[config.mk]
export PLATFORM = sky130hd
export DESIGN_NAME = result_bcd_display
export DESIGN_NICKNAME = d
export VERILOG_FILES = /design/src/rtl/calc_display_pkg.sv /design/src/rtl/bcd_to_seg7.sv /design/src/rtl/result_bcd_display.sv
export SDC_FILE = /design/constraint.sdc
export NUM_CORES = 1
export LEC_CHECK = 0
export ABC_AREA = 0
export ABC_CLOCK_PERIOD_IN_PS = 2200
export CORE_ASPECT_RATIO = 2
export CORE_UTILIZATION = 45
export DETAILED_ROUTE_END_ITERATION = 16
export MAX_ROUTING_LAYER = met4
export PLACE_DENSITY = 0.73
export SLEW_MARGIN = 20
export SYNTH_ARGS = -nofsm -noshare
export SYNTH_HDL_FRONTEND = slang
export SYNTH_SLANG_ARGS = --single-unit
[constraint.sdc]
create_clock -name clk -period 2.2 [get_ports clk]
set_input_delay 0.22 -clock clk [delete_from_list [all_inputs] [get_ports clk]]
set_output_delay 0.22 -clock clk [all_outputs]
set_load 0.1 [all_outputs]
[src/rtl/calc_display_pkg.sv]
// Shared types and constants for the calculator result display stage.
package calc_display_pkg;

    typedef enum logic [1:0] {
        IDLE    = 2'd0,
        CONVERT = 2'd1,
        DONE    = 2'd2
    } state_e;

    localparam logic [6:0] SEG_BLANK = 7'h7F;

    // Active-low {g,f,e,d,c,b,a}; non-decimal codes blank the digit.
    localparam logic [6:0] SEG_TABLE [16] = '{
        7'h40, 7'h79, 7'h24, 7'h30, 7'h19, 7'h12, 7'h02, 7'h78,
        7'h00, 7'h10, SEG_BLANK, SEG_BLANK, SEG_BLANK, SEG_BLANK,
        SEG_BLANK, SEG_BLANK
    };

endpackage

[src/rtl/bcd_to_seg7.sv]
// Combinational BCD digit to active-low 7-segment decoder.
module bcd_to_seg7
    import calc_display_pkg::*;
(
    input  logic [3:0] digit_i,
    output logic [6:0] seg_o
);

    assign seg_o = SEG_TABLE[digit_i];

endmodule

[src/rtl/result_bcd_display.sv]
// Captures the calculator result and flags, converts the result to BCD with a
// sequential double-dabble engine and drives 7-segment digits. Optional macro: SIGNED_DISPLAY_EN.
module result_bcd_display
    import calc_display_pkg::*;
#(
    parameter int N      = 8,
    parameter int DIGITS = 5
) (
    input  logic                  clk,
    input  logic                  reset,
    input  logic [2*N-1:0]        result,
    input  logic [3:0]            flags,
    input  logic                  start,
    output logic                  busy,
    output logic                  done,
    output logic [4*DIGITS-1:0]   bcd,
    output logic [7*DIGITS-1:0]   seg,
    output logic [3:0]            flags_q,
    output logic                  neg
);

    localparam int SW = 2 * N;
    localparam int BW = 4 * DIGITS;
    localparam int CW = (SW > 1) ? $clog2(SW) : 1;
    localparam logic [CW-1:0] LAST_BIT = CW'(SW - 1);

    state_e          state_q, state_d;
    logic [SW-1:0]   shift_q, shift_d;
    logic [BW-1:0]   scratch_q, scratch_d;
    logic [BW-1:0]   bcd_q, bcd_d;
    logic [CW-1:0]   cnt_q, cnt_d;
    logic [3:0]      flags_pend_q, flags_pend_d;
    logic [3:0]      flags_disp_q, flags_disp_d;
    logic            busy_q, done_q;
    logic [SW-1:0]   mag;
    logic [BW-1:0]   adj;

`ifdef SIGNED_DISPLAY_EN
    logic sign;
    logic sign_pend_q;
    logic neg_q;

    assign sign = result[SW-1];
    // Two's-complement negation; the most negative value maps to its own bit pattern, read unsigned.
    assign mag  = sign ? (~result + SW'(1)) : result;

    always_ff @(posedge clk or posedge reset) begin
        if (reset) begin
            sign_pend_q <= 1'b0;
            neg_q       <= 1'b0;
        end else begin
            if (state_q == IDLE && start) sign_pend_q <= sign;
            if (state_q == DONE)          neg_q       <= sign_pend_q;
        end
    end

    assign neg = neg_q;
`else
    assign mag = result;
    assign neg = 1'b0;
`endif

    // Add-3 on each nibble independently; values 5..9 stay within 4 bits.
    always_comb begin
        adj = scratch_q;
        for (int i = 0; i < DIGITS; i++) begin
            if (scratch_q[4*i +: 4] >= 4'd5) adj[4*i +: 4] = scratch_q[4*i +: 4] + 4'd3;
        end
    end

    always_comb begin
        // NOTE: every signal gets a default first so no path leaves one unassigned (no latches).
        state_d      = state_q;
        shift_d      = shift_q;
        scratch_d    = scratch_q;
        cnt_d        = cnt_q;
        flags_pend_d = flags_pend_q;
        bcd_d        = bcd_q;
        flags_disp_d = flags_disp_q;
        case (state_q)
            IDLE: begin
                if (start) begin
                    shift_d      = mag;
                    flags_pend_d = flags;
                    scratch_d    = '0;
                    cnt_d        = '0;
                    state_d      = CONVERT;
                end
            end
            CONVERT: begin
                {scratch_d, shift_d} = {adj, shift_q} << 1;
                cnt_d                = cnt_q + CW'(1);
                if (cnt_q == LAST_BIT) state_d = DONE;
            end
            DONE: begin
                bcd_d        = scratch_q;
                flags_disp_d = flags_pend_q;
                state_d      = IDLE;
            end
            default: state_d = IDLE;
        endcase
    end

    always_ff @(posedge clk or posedge reset) begin
        if (reset) begin
            // NOTE: non-blocking assignments keep every register sampling pre-edge values.
            state_q      <= IDLE;
            shift_q      <= '0;
            scratch_q    <= '0;
            cnt_q        <= '0;
            flags_pend_q <= '0;
            bcd_q        <= '0;
            flags_disp_q <= '0;
            busy_q       <= 1'b0;
            done_q       <= 1'b0;
        end else begin
            state_q      <= state_d;
            shift_q      <= shift_d;
            scratch_q    <= scratch_d;
            cnt_q        <= cnt_d;
            flags_pend_q <= flags_pend_d;
            bcd_q        <= bcd_d;
            flags_disp_q <= flags_disp_d;
            busy_q       <= (state_q == CONVERT);
            done_q       <= (state_q == DONE);
        end
    end

    assign busy    = busy_q;
    assign done    = done_q;
    assign bcd     = bcd_q;
    assign flags_q = flags_disp_q;

    for (genvar g = 0; g < DIGITS; g++) begin : g_digit
        bcd_to_seg7 u_dec (
            .digit_i (bcd_q[4*g +: 4]),
            .seg_o   (seg[7*g +: 7])
        );
    end

endmodule
==> results.toml <==
[synth]
yosys-top-cells-count = "dfrtp_1 (72), nand2_1 (46), ha_1 (36), a21oi_1 (32), nor2_1 (32)"
yosysWarnings = 0
synth_cells = 431
synth_compound_area_share_pct = 16.47
synth_area_leaders = "dfrtp_1 (43%), ha_1 (11%), mux2i_1 (5.0%)"
synth_top_family_by_area = "compound AO/OA/AOI/OAI gates"
synth.most_common_cell = "dfrtp_1"
synth_edf_count = 0
synthMuxAreaShare_pct = 10.15
synth_nets = 490
yosys_most_used_dff = "dfrtp_1"
ys_async_sr_fraction_pct = 100.0
synth_xor_area_share_pct = 2.096
synth_top_area_share_pct = 43.13
ys_ff_latch = 72
syn_area_um2 = 4178
avgSynthCellArea_um2 = 9.693
yosysTopAreaCell = "dfrtp_1"
synthAdderAreaFrac_pct = 10.78
yosysSeqAreaShare_pct = 43.13
yosysUniqueCellTypes = 38
yosys.area_share.simple_pct = 11.02

[clock_tree]
htree_levels = 3
cts-root-buf = "clkbuf_16"
cts_max_path_buffers = 2
cts.reportedPaths.clkPinSlew_ns = 0.06
numCtsBuffers = 9
cts_tree = "yes"
clock_sinks = 72
insertion_delay_ns = 0.33

[die]
pin_count = 85
rows = 49
core_um2 = 9012
dieArea_um2 = 9696
die_w_um = 70.13
start_util_pct = 46.36
die-height_um = 138.3

[global_routing]
grt_pass1_vias = 3346
grt_overflow_total = 0
grt_start_max_net_pins = 73
grt_pass1_wl_mm = 15.26
track_usage_pct = 19.99
antenna_found_initial = 0

[timing]
setup_violations = 0
clock_skew_ns = 0.002479
period_minus_slack_ns = 2.104
finalMaxSlewViolations = 0
hold_viol = 0
grt_setup_unrepaired = "no"
whs_ns = 0.2753
max_freq_mhz = 475.2
period_share_pct = 95.66

[run]
drv_cap = 0

[route]
drtPass1Iterations = 4
antenna_left = 0
detail_route.iter0.violations = 122
wl_met3_um = 219
drc = 0
via_per_inst = 5.402
drt-total-wl_mm = 8.916
vias = 3333
met1_length_mm = 3.320
wire_per_inst_um = 14.45
highest_layer = "met4"
wl_met2_mm = 5.229

[setup_path]
cp_max_fo = 7
required_ns = 1.98
critPathKind = "reg -> out"
start_kind = "register"
crit_path_end_kind = "primary output"
cp_data_arrival_time_ns = 1.88

[finish]
final_nets = 569
final_util_pct = 67.99
drive_above_1_share_pct = 32.43
diodes = 0
syn2layout_area_growth_pct = 46.66

[placement]
hpwlAfterDp_mm = 6.488
place_congestion = 0.8746
io_buffers = 83

[hold_path]
hp-class = "in -> async"

[outcome]
status = "finished clean"
==> placed cells by master (no fill, tap or decap), types with 18 or more instances in the layout <==
master,netlist,layout
dfrtp_1,72,53
nand2_1,46,46
buf_12,0,36
ha_1,36,35
buf_4,3,32
inv_1,30,25
o21ai_0,29,23
clkdlybuf4s50_1,0,22
mux2i_1,21,21
o21ai_1,20,21
a21oi_1,32,20
dfrtp_2,0,19
nor2_1,32,18
==> critical path: stages (launching register included) <==
cell	delay, ns
dfrtp_2	0.41
inv_1	0.13
ha_1	0.21
or2_2	0.33
a21oi_4	0.24
nor2_4	0.07
buf_12	0.16
==> worst paths after layout <==
path / start / to / slack (ns) / cells past startpoint
max in group asynchronous: reset / bcd[5]$_DFFE_PP0P_ / 1.58 / 3
worst max-delay path: bcd[5]$_DFFE_PP0P_ / seg[7] / 0.1 / 6
min in group clk: cnt_q[3]$_DFFE_PP0P_ / cnt_q[3]$_DFFE_PP0P_ / 0.48 / 1
worst min-delay path: reset / scratch_q[15]$_DFFE_PP0P_ / 0.28 / 3
worst min register to register: cnt_q[3]$_DFFE_PP0P_ / cnt_q[3]$_DFFE_PP0P_ / 0.48 / 1
worst max register to register: scratch_q[4]$_DFFE_PP0P_ / scratch_q[6]$_DFFE_PP0P_ / 0.48 / 6
==> through the flow <==
step	instance area, um2	worst slack, ns	setup TNS [ns]	instances
6_report	6127	0.09557	0	617
5_1_grt	6127	0.01723	0	617
4_1_cts	6105	0.005754	0	617
3_5_place_dp	5736	0.3694	0	601
3_3_place_gp	5736	0.3881	0	601
2_1_floorplan	4576	-0.07447	-0.1275	431
==> sequential cells by signal (all words and copies together) (netlist names) <==
register      flops
state_q           2
cnt_q             4
flags_pend_q      4
done              1
busy              1
flags_q           4
scratch_q        20
shift_q          16
bcd              20
==> cells by family after synthesis <==
kind of cell | count (synthesis)
muxes | 40
DFF | 72
adders and majority gates | 36
and+or+nand+nor | 103
AOI/OAI and AO/OA | 116
buffers and inverters | 53
other | 1
xor gates and xnor gates | 10
==> timing repair <==
action / 4_1_cts / 5_1_grt
endpoints found under the setup margin: 0 / 7
gates resized for setup: 0 / 4
buffers inserted: 0 / 0
hold buffers: 0 / 0
==> area by class of cell <==
cell class,count,area (um2)
clock buffer,10,239.0
timing repair buffer,90,1181
multi-input combinational,306,2501
fill,684,2885
inverter,31,122.6
tap,102,127.6
sequential,72,1826
clock inverter,6,130.1
==> metal layers <==
layer,vias up,track usage [%]
met2,62,37.40
met5,-,-
met4,0,7.053
met3,11,3.207
met1,1629,20.43
li1,1631,-
Power is not shown: default switching activity piles up to over one toggle a cycle in this logic, so the estimate is an artifact.
